File: config.mk
export PLATFORM = sky130hd
export DESIGN_NAME = top_level
export DESIGN_NICKNAME = d
export VERILOG_FILES = /design/src/rtl/top_level.sv
export SDC_FILE = /design/constraint.sdc
export NUM_CORES = 1
export LEC_CHECK = 0
export CELL_PAD_IN_SITES_DETAIL_PLACEMENT = 1
export CELL_PAD_IN_SITES_GLOBAL_PLACEMENT = 1
export CORE_AREA = 5 5 42 44
export CTS_CLUSTER_DIAMETER = 30
export DETAILED_ROUTE_END_ITERATION = 10
export DIE_AREA = 0 0 47 49
export PLACE_DENSITY_LB_ADDON = 0.1
export SLEW_MARGIN = 20
export SYNTH_ARGS = -nofsm -noshare
export SYNTH_HDL_FRONTEND = slang
export SYNTH_HIERARCHICAL = 1
export SYNTH_SLANG_ARGS = --single-unit
File: constraint.sdc
create_clock -name clk -period 3.75 [get_ports clk]
set_clock_uncertainty 0.2 [all_clocks]
set_input_delay 0.5625 -clock clk [delete_from_list [all_inputs] [get_ports clk]]
set_output_delay 0.5625 -clock clk [all_outputs]
set_load 0.05 [all_outputs]
File: src/rtl/top_level.sv
// Single-cycle 8-bit load/store processor running a fixed ROM program:
// mem[2] = mem[0] ^ mem[1], mem[5] = mem[3] & mem[4], then HALT (done held until reset).

module dmem #(
  parameter int DW = 8,
  parameter int AW = 8
) (
  input  logic          clk,
  input  logic          we,
  input  logic [AW-1:0] addr,
  input  logic [DW-1:0] wdata,
  output logic [DW-1:0] rdata
);
  localparam int DEPTH = 1 << AW;

  // No reset on purpose: preloaded contents must survive a processor reset.
  logic [DW-1:0] core [0:DEPTH-1];

  always_ff @(posedge clk) begin
    if (we) core[addr] <= wdata;
  end

  assign rdata = core[addr];
endmodule

module top_level #(
  parameter int DW = 8,
  parameter int IW = 9,
  parameter int AW = 8
) (
  input  logic clk,
  input  logic reset,
  output logic done
);
  localparam logic [2:0] OP_LI   = 3'b000;
  localparam logic [2:0] OP_LW   = 3'b001;
  localparam logic [2:0] OP_SW   = 3'b010;
  localparam logic [2:0] OP_XOR  = 3'b011;
  localparam logic [2:0] OP_AND  = 3'b100;
  localparam logic [2:0] OP_ADD  = 3'b101;
  localparam logic [2:0] OP_SUB  = 3'b110;
  localparam logic [2:0] OP_HALT = 3'b111;

  logic [AW-1:0] pc;
  logic [IW-1:0] instr;
  logic [2:0]    op;
  logic [2:0]    ra;
  logic [2:0]    rb;
  logic [DW-1:0] regs [0:7];
  logic [DW-1:0] a_val;
  logic [DW-1:0] b_val;
  logic [DW-1:0] wb_data;
  logic [DW-1:0] mem_rdata;
  logic          reg_we;
  logic          mem_we;
  logic          halt;

  // Instruction ROM; every unlisted address decodes as HALT.
  always_comb begin
    instr = {OP_HALT, 3'd0, 3'd0};
    case (pc)
      8'd0:    instr = {OP_LI,  3'd1, 3'd0};
      8'd1:    instr = {OP_LI,  3'd2, 3'd1};
      8'd2:    instr = {OP_LW,  3'd3, 3'd1};
      8'd3:    instr = {OP_LW,  3'd4, 3'd2};
      8'd4:    instr = {OP_XOR, 3'd3, 3'd4};
      8'd5:    instr = {OP_LI,  3'd5, 3'd2};
      8'd6:    instr = {OP_SW,  3'd3, 3'd5};
      8'd7:    instr = {OP_LI,  3'd1, 3'd3};
      8'd8:    instr = {OP_LI,  3'd2, 3'd4};
      8'd9:    instr = {OP_LW,  3'd3, 3'd1};
      8'd10:   instr = {OP_LW,  3'd4, 3'd2};
      8'd11:   instr = {OP_AND, 3'd3, 3'd4};
      8'd12:   instr = {OP_LI,  3'd5, 3'd5};
      8'd13:   instr = {OP_SW,  3'd3, 3'd5};
      default: instr = {OP_HALT, 3'd0, 3'd0};
    endcase
  end

  assign op    = instr[8:6];
  assign ra    = instr[5:3];
  assign rb    = instr[2:0];
  assign a_val = regs[ra];
  assign b_val = regs[rb];

  // Decode + ALU: selects the register write-back value and the enables.
  always_comb begin
    reg_we  = 1'b0;
    mem_we  = 1'b0;
    halt    = 1'b0;
    wb_data = '0;
    case (op)
      OP_LI:   begin reg_we = 1'b1; wb_data = {{(DW-3){1'b0}}, rb}; end
      OP_LW:   begin reg_we = 1'b1; wb_data = mem_rdata; end
      OP_SW:   mem_we = 1'b1;
      OP_XOR:  begin reg_we = 1'b1; wb_data = a_val ^ b_val; end
      OP_AND:  begin reg_we = 1'b1; wb_data = a_val & b_val; end
      OP_ADD:  begin reg_we = 1'b1; wb_data = a_val + b_val; end
      OP_SUB:  begin reg_we = 1'b1; wb_data = a_val - b_val; end
      default: halt = 1'b1;
    endcase
  end

  always_ff @(posedge clk) begin
    if (reset) begin
      pc   <= '0;
      done <= 1'b0;
      for (int i = 0; i < 8; i++) regs[i] <= '0;
    end else begin
      if (halt) done <= 1'b1;
      else      pc   <= pc + 1'b1;
      if (reg_we) regs[ra] <= wb_data;
    end
  end

  // Reset wins over a store issued in the same cycle.
  dmem #(.DW(DW), .AW(AW)) dm1 (
    .clk   (clk),
    .we    (mem_we & ~reset),
    .addr  (b_val),
    .wdata (a_val),
    .rdata (mem_rdata)
  );
endmodule

==> results of run 1 <==
## cell usage in the layout (no fill, tap or decap), drive strengths merged, types with 2 or more instances in the layout
| cell | count |
|---|---|
| nor2 | 3 |
| or3 | 2 |
| clkdlybuf4s50 | 2 |
| a21oi | 7 |
| mux2i | 2 |
| nor2b | 3 |
| o31ai | 2 |
| inv | 4 |
| ha | 3 |
| nand3 | 4 |
| a31oi | 2 |
| nor3 | 3 |
| clkbuf | 3 |
| or4 | 3 |
| dfxtp | 12 |
| o21ai | 2 |
## Yosys cell counts
cell and number:
a211o_1 1, inv_1 4, a21oi_2 1, a41oi_1 1, or3_1 2, nor2b_1 3
nand2_1 1, nor4_1 1, nor2_1 3, a31oi_1 2, a211oi_2 1, a21oi_1 6
nand3_1 4, o21ai_0 2, clkbuf_1 3, dfxtp_1 12, a21o_1 1, o31ai_1 2
and2_1 1, buf_2 1, and3b_1 1, o211ai_1 1, ha_1 3, or4_1 3
and3_1 1, mux2i_1 2, nor3_1 3
## how the worst max path moves through the flow
stage / start / to / slack [ns] / cells past startpoint
floorplan: pc[7] / register / 1.37 / 7
global placement: pc[7] / register / 1.16 / 6
detailed placement: pc[7] / register / 1.17 / 6
CTS: pc[4] / register / 1.14 / 6
global route: pc[4] / register / 0.95 / 6
finish: pc[4] / register / 1.15 / 6
## area by class of cell
class	instances	area (um^2)	area share [%]
inverter	4	15.0	2.39
clock buffer	3	22.5	3.59
multi-input combinational	46	310	49.4
tap	16	20.0	3.19
sequential	12	240	38.2
timing repair buffer	2	20.0	3.19
## through the flow
step	util, %	worst slack (ns)	hold slack [ns]
floorplan	-	1.37	0.253
global placement	43.2	1.16	0.263
detailed placement	43.2	1.17	0.274
CTS	44.8	1.14	0.284
global route	44.8	0.955	0.299
finish	44.8	1.15	0.283
## power by group
| part | leakage, nW | internal, mW | switching, mW |
|---|---|---|---|
| Sequential | 0.0976 | 0.132 | 0.00505 |
| Combinational | 0.146 | 0.0125 | 0.0153 |
| Clock | 0.0138 | 0.0372 | 0.0424 |
| Total | 0.258 | 0.182 | 0.0627 |
## metal layers
metal  wire (um)  GRT usage, %  share of wire (%)  up-vias
met5           0             0                  0        -
met4          36          8.29                2.8        0
met3          44          4.43                3.4        5
met2         540          19.0                 42        5
met1         661          18.8                 52      228
li1            -             -                  -      243
## cell families after synthesis
kind of cell,count (synthesis),synth area share (%)
AOI/OAI and AO/OA,18,20.9
buffers and inverters,8,5.37
muxes,2,3.44
adders and majority gates,3,6.45
and+or+nand+nor,23,22.6
DFF,12,41.3
## critical path, stage by stage (launching register included)
cell and delay, ns:
dfxtp_1 0.33, or4_1 0.67, or3_1 0.42, a21oi_1 0.27, ha_1 0.29, nor3_1 0.23, a211oi_2 0.07
==> impl_metrics.yaml, run 1 <==
run_status:
  status: "completed"
clock_tree:
  postCtsSetupBuffers: 0
  clk_latency_ns: 0.28
  cts_root_buf: "clkbuf_4"
  numCtsBuffers: 3
  clock_sinks: 12
  cts_hold_buf: 0
  cts_tree: "done"
  htreeDepth: 1
  clk_pin_slew_ns: 0.07
  cts_resized: 0
  clockBufferDepth: 2
finish:
  nets: 74
  layout.cells.non_filler: 83
  n_antenna_cell: 0
  finalInstanceArea_um2: 628
  fillers: 178
  drive_above_1_share_pct: 7.46
  synthToLayoutAreaGrowth_pct: 7.96
global_route:
  grt_max_degree: 14
  grt_pass1_vias: 487
  grt_pass1_wl_um: 2270
  grt_antenna_before_repair: 0
  grt.overflow.total: 0
  track_usage_pct: 14.0
synthesis:
  yosys.area.top_type: "dfxtp_1"
  yosysUniqueCellTypes: 27
  synth_top_area_share_pct: 41.3
  ys_top_cells_by_area: "dfxtp_1 (41%), ha_1 (6.5%), a21oi_1 (5.2%)"
  synth-seq-cells: 12
  syn_area_per_cell_um2: 8.82
  yosysWarnings: 6
  syn_inst: 66
  ys_seq_area_share_pct: 41.3
  syn_nets: 71
  netlist_area_um2: 582
hold_path:
  worstHoldEndpoint: "pc[5]"
  hold_path_depth: 1
  min_path_type: "register to register"
  min_from: "pc[5]"
die:
  initial_core_util_pct: 41.5
  die_area_um2: 2300
  core_um2: 1400
  die_y_um: 49
  placementRows: 14
  io_pins: 3
  die-width_um: 47
worst_setup_path:
  cp_data_required_time_ns: 3.71
  start_kind: "register"
  reg2reg_depth: 6
  endpoint_kind: "register"
  worstSetupPathType: "register to register"
  arrival_ns: 2.56
  rrSetupSlack_ns: 1.15
  path_max_fanout: 10
  r2r-start: "pc[4]"
timing:
  max_clock_freq_mhz: 385
  fin_crit_ns: 2.60
  tightest_slew_ns: 0.508
  relSlewSlack_pct: 66.1
  setup_viol: 0
  grt_setup_unrepaired: "false"
  finalHoldViolations: 0
  final_max_slew_viol_count: 0
  min_period_over_period_pct: 69.2
  fin_setup_tns_ns: 0
routing:
  vias_per_cell: 5.80
  wirelength_um: 1280
  drcViolationCount: 0
  dr.pass1.iters: 3
  vias: 481
  post_drt_wl_per_cell_um: 15.5
  drt-initial-drc-count: 5
  antenna_left: 0
pwr:
  irDropWorstVdd_uv: 153
  powerDensity_nw_per_um2: 390
  p_leak_nw: 0.258
  total_power_mw: 0.245
place:
  gp_congestion: 0.782
  port_buffers: 2
  dp.cells: 80
  placed_area_um2: 606
job:
  cap_viol_max_count: 0
No activity file was read; power rests on OpenSTA's default activity.
==> run 2: changes to the inputs <==
--- a/config.mk
+++ b/config.mk
@@ -7,10 +7,10 @@
 export LEC_CHECK = 0
 export CELL_PAD_IN_SITES_DETAIL_PLACEMENT = 1
 export CELL_PAD_IN_SITES_GLOBAL_PLACEMENT = 1
-export CORE_AREA = 5 5 42 44
+export CORE_AREA = 5 5 46 48
 export CTS_CLUSTER_DIAMETER = 30
 export DETAILED_ROUTE_END_ITERATION = 10
-export DIE_AREA = 0 0 47 49
+export DIE_AREA = 0 0 51 53
 export PLACE_DENSITY_LB_ADDON = 0.1
 export SLEW_MARGIN = 20
 export SYNTH_ARGS = -nofsm -noshare
==> constraint.sdc (replaced) <==
create_clock -name clk -period 2.3 [get_ports clk]
set_clock_uncertainty 0.2 [all_clocks]
set_input_delay 0.345 -clock clk [delete_from_list [all_inputs] [get_ports clk]]
set_output_delay 0.345 -clock clk [all_outputs]
set_load 0.05 [all_outputs]
==> run 2 against run 1 <==
  * Clock power rose by 120%
  * Flip-flop and latch count did not move
  * Non-clock buffer count rose by 14
  * Largest power group unchanged
  * Highest routed layer unchanged
==> impl_metrics.yaml, run 2 (same netlist as run 1, synthesis figures left out) <==
routing:
  dr.pass1.iters: 4
  wirelength_um: 1600
  vias_per_cell: 5.63
  drcViolationCount: 0
  antenna_left: 0
  post_drt_wl_per_cell_um: 16.1
  drt-initial-drc-count: 2
  vias: 557
job:
  cap_viol_max_count: 0
worst_setup_path:
  r2r-start: "pc[7]"
  reg2reg_depth: 6
  slowest_stage: "or4_4"
  path_cells: "or4_4 > buf_4 > or3_1 > a211o_1 > o211ai_1 > a211oi_2"
  path_max_fanout: 6
  cp_data_required_time_ns: 2.27
  max_stage_delay_ns: 0.58
  arrival_ns: 2.26
  endpoint_kind: "register"
  rrSetupSlack_ns: 0.01
  worstSetupPathType: "register to register"
  start_kind: "register"
  cp-startpoint: "pc[7]"
die:
  die_area_um2: 2700
  io_pins: 3
  die_y_um: 53
  core_um2: 1670
  die-width_um: 51
  placementRows: 15
  initial_core_util_pct: 34.8
finish:
  synthToLayoutAreaGrowth_pct: 37.8
  layout_commonest_cell: "buf_4"
  post-route-util_pct: 48.0
  layout.cells.non_filler: 99
  drive_above_1_share_pct: 39.0
  n_antenna_cell: 0
  nets: 88
  final_cell_mix: "buf_4 (14), dfxtp_1 (9), a21oi_1 (5), nand3_1 (4)"
  finalInstanceArea_um2: 802
timing:
  finalHoldViolations: 0
  max_clock_freq_mhz: 437
  tightest_slew_ns: 0.491
  relSlewSlack_pct: 67.2
  final_max_slew_viol_count: 0
  min_period_over_period_pct: 99.6
  setup_viol: 0
  fin_crit_ns: 2.29
  fin_setup_tns_ns: 0
  grt_setup_unrepaired: "true"
clock_tree:
  clockBufferDepth: 2
  cts_root_buf: "clkbuf_4"
  clk_pin_slew_ns: 0.08
  clk_latency_ns: 0.29
  numCtsBuffers: 3
  htreeDepth: 1
  cts_tree: "done"
  cts_hold_buf: 0
  clock_sinks: 12
place:
  hpwlAfterDp_um: 1050
  gp_congestion: 0.768
  placed_area_um2: 703
  port_buffers: 2
  dp.cells: 92
pwr:
  irDropWorstVdd_uv: 297
  p_leak_nw: 0.340
  total_power_mw: 0.467
  powerDensity_nw_per_um2: 582
global_route:
  track_usage_pct: 13.8
  grt_antenna_before_repair: 0
  grt_max_degree: 11
  grt.overflow.total: 0
  grt_pass1_vias: 593
  grt_pass1_wl_um: 2590
hold_path:
  min_path_type: "register to register"
  hold_path_depth: 2
run_status:
  status: "completed"
-- run 2: changes by cell type in the layout (fill, tap and decap cells not counted), moves of 2 or more --
| cell | delta |
|---|---|
| buf_4 | +14 |
| a21oi_4 | +2 |
| dfxtp_1 | -3 |
| dfxtp_2 | +3 |
| or4_4 | +2 |
| or4_1 | -2 |
-- run 2: metal layers --
metal	vias up	share of wire [%]	global-route usage [%]
met3	5	2.3	3.38
li1	273	-	-
met2	7	47	23.4
met1	272	47	14.6
met5	-	0	0
met4	0	2.9	10.8
-- run 2: critical path: cells and delay by family, from the launching register on --
family / cells / cell delay (ns)
simple gates: 2 / 0.96
compound gates: 3 / 0.52
flops: 1 / 0.32
buf+inv: 1 / 0.18
-- run 2: worst min path at each step --
stage	endpoint	slack (ns)	startpoint
global placement	done	0.26	done
global route	pc[5]	0.32	pc[5]
CTS	done	0.29	done
detailed placement	done	0.27	done
floorplan	pc[2]	0.24	reset
finish	done	0.28	done
-- run 2: cell type report --
class / instances / area (um^2)
tap: 17 / 21.3
fill: 196 / 868
sequential: 12 / 244
timing repair buffer: 16 / 125
multi-input combinational: 46 / 360
inverter: 4 / 15.0
clock buffer: 4 / 36.3
-- run 2: stage by stage --
| stage | hold WS [ns] | worst slack, ns |
|---|---|---|
| global route | 0.318 | -0.0616 |
| detailed placement | 0.266 | -0.118 |
| CTS | 0.286 | -0.0228 |
| finish | 0.279 | 0.0102 |
| floorplan | 0.236 | 0.00173 |
| global placement | 0.262 | -0.0942 |
-- run 2: what timing repair did --
item                       4_1_cts  5_1_grt
setup endpoints to repair        3        3
resized for setup                5        7
setup buffers                    2        1
hold endpoints to repair         0        0
pin swaps                        5        5
-- run 2: power breakdown --
group	leakage (nW)	switching, mW	internal, mW
logic	0.220	0.0355	0.0327
registers	0.0991	0.00558	0.216
clock network	0.0210	0.0803	0.0966
total	0.340	0.121	0.345
==> run 3: changes to the inputs <==
--- a/config.mk
+++ b/config.mk
@@ -7,10 +7,10 @@
 export LEC_CHECK = 0
 export CELL_PAD_IN_SITES_DETAIL_PLACEMENT = 1
 export CELL_PAD_IN_SITES_GLOBAL_PLACEMENT = 1
-export CORE_AREA = 5 5 46 48
+export CORE_AREA = 10 10 51 53
 export CTS_CLUSTER_DIAMETER = 30
 export DETAILED_ROUTE_END_ITERATION = 10
-export DIE_AREA = 0 0 51 53
+export DIE_AREA = 0 0 61 63
 export PLACE_DENSITY_LB_ADDON = 0.1
 export SLEW_MARGIN = 20
 export SYNTH_ARGS = -nofsm -noshare
==> run 3 against run 2 <==
  * Cell count fell by 1.0%
  * Flip-flop and latch count stayed put
  * Worst setup slack improved by 0.011 ns
  * Combinational power shrank 3%
  * Final area grew 0.16%
  * Via count fell by 1.6%
  * Sequential share of layout area fell by 0.20 points
  * Die area is 42% higher
==> impl_metrics.yaml, run 3 (same netlist as run 1, synthesis figures left out) <==
worst_setup_path:
  endpoint_kind: "register"
  cp_data_required_time_ns: 2.25
  reg2reg_depth: 6
  arrival_ns: 2.23
  path_max_fanout: 5
  cp-startpoint: "pc[4]"
  worstSetupPathType: "register to register"
  r2r-start: "pc[4]"
  start_kind: "register"
finish:
  multiInputGateArea_um2: 378
  finalInstanceArea_um2: 803
  final_cell_mix: "buf_4 (12), dfxtp_1 (10), a21oi_1 (5), nand3_1 (4), inv_1 (4)"
  layout_commonest_cell: "buf_4"
  fillers: 179
  post-route-util_pct: 48.6
  nets: 87
  regArea_um2: 243
  synthToLayoutAreaGrowth_pct: 38.1
  n_antenna_cell: 0
  drive_above_1_share_pct: 35.8
die:
  die-width_um: 61
  die_area_um2: 3840
  core_um2: 1650
  die_y_um: 63
  initial_core_util_pct: 35.2
  io_pins: 3
  placementRows: 15
routing:
  drcViolationCount: 0
  post_drt_wl_per_cell_um: 15.2
  antenna_left: 0
  dr.pass1.iters: 3
  drt-initial-drc-count: 6
  vias: 548
  vias_per_cell: 5.59
  wirelength_um: 1490
pwr:
  irDropWorstVdd_uv: 302
  p_leak_nw: 0.335
  total_power_mw: 0.451
  powerDensity_nw_per_um2: 562
global_route:
  grt.overflow.total: 0
  grt_pass1_vias: 574
  track_usage_pct: 8.73
  grt_antenna_before_repair: 0
  grt_max_degree: 11
  grt_pass1_wl_um: 2590
place:
  port_buffers: 2
  hpwlAfterDp_um: 999
  placed_area_um2: 703
  gp_congestion: 0.731
clock_tree:
  clk_latency_ns: 0.26
  clock_sinks: 12
  htreeDepth: 1
  cts_hold_buf: 0
  clockBufferDepth: 2
  numCtsBuffers: 3
  cts_root_buf: "clkbuf_4"
  cts_tree: "done"
  clk_pin_slew_ns: 0.07
timing:
  finalHoldViolations: 0
  min_period_over_period_pct: 99.1
  setup_viol: 0
  grt_setup_unrepaired: "true"
  final_max_slew_viol_count: 0
  hold_slack_ns: 0.287
  fin_crit_ns: 2.28
  max_clock_freq_mhz: 439
  tightest_slew_ns: 0.494
  fin_setup_tns_ns: 0
  relSlewSlack_pct: 67.0
run_status:
  status: "completed"
hold_path:
  min_from: "done"
  min_path_type: "register to register"
  hold_path_depth: 2
job:
  cap_viol_max_count: 0
[run 3: metrics by stage]
step	std cells	worst slack (ns)
finish	98	0.0209
global route	98	-0.0524
detailed placement	92	-0.156
global placement	92	-0.111
floorplan	66	0.00173
CTS	97	0.0121
[run 3: final timing paths]
check	endpoint	slack, ns
worst min-delay path	done	0.29
worst max-delay path	register	0.02
worst max register to register	register	0.02
worst min register to register	done	0.29
[run 3: final cells by class]
type / count / share of cell area, %
Timing Repair Buffer: 14 / 13.7
Multi-Input combinational cell: 47 / 47.0
Sequential cell: 12 / 30.2
Inverter: 4 / 1.87
Tap cell: 17 / 2.65
Clock buffer: 4 / 4.52
[run 3: what timing repair did]
item | in CTS | in global routing
pin swaps | 3 | 4
setup buffers | 0 | 1
endpoints found under the setup margin | 3 | 2
endpoints found under the hold margin | 0 | 0
gates resized for setup | 6 | 6
gates cloned | 1 | 0
[run 3: worst max-delay path: stages, from the launching register on]
cell      delay (ns)
dfxtp_2         0.34
or4_4           0.57
buf_4           0.16
or3_4           0.38
a211o_1         0.29
o211ai_1        0.12
a211oi_2        0.10
[run 3: metal layers]
| layer | share of wire [%] | vias up | track usage, % |
|---|---|---|---|
| met3 | 2.4 | 4 | 3.25 |
| met4 | 2.5 | 0 | 5.22 |
| li1 | - | 276 | - |
| met2 | 47 | 4 | 11.9 |
| met1 | 48 | 264 | 11.1 |
| met5 | 0 | - | 0 |
[run 3: report_power, final]
part	switching, mW	total [mW]	internal, mW
sequential	0.00576	0.222	0.216
clock	0.0674	0.163	0.0960
combinational	0.0331	0.0663	0.0331
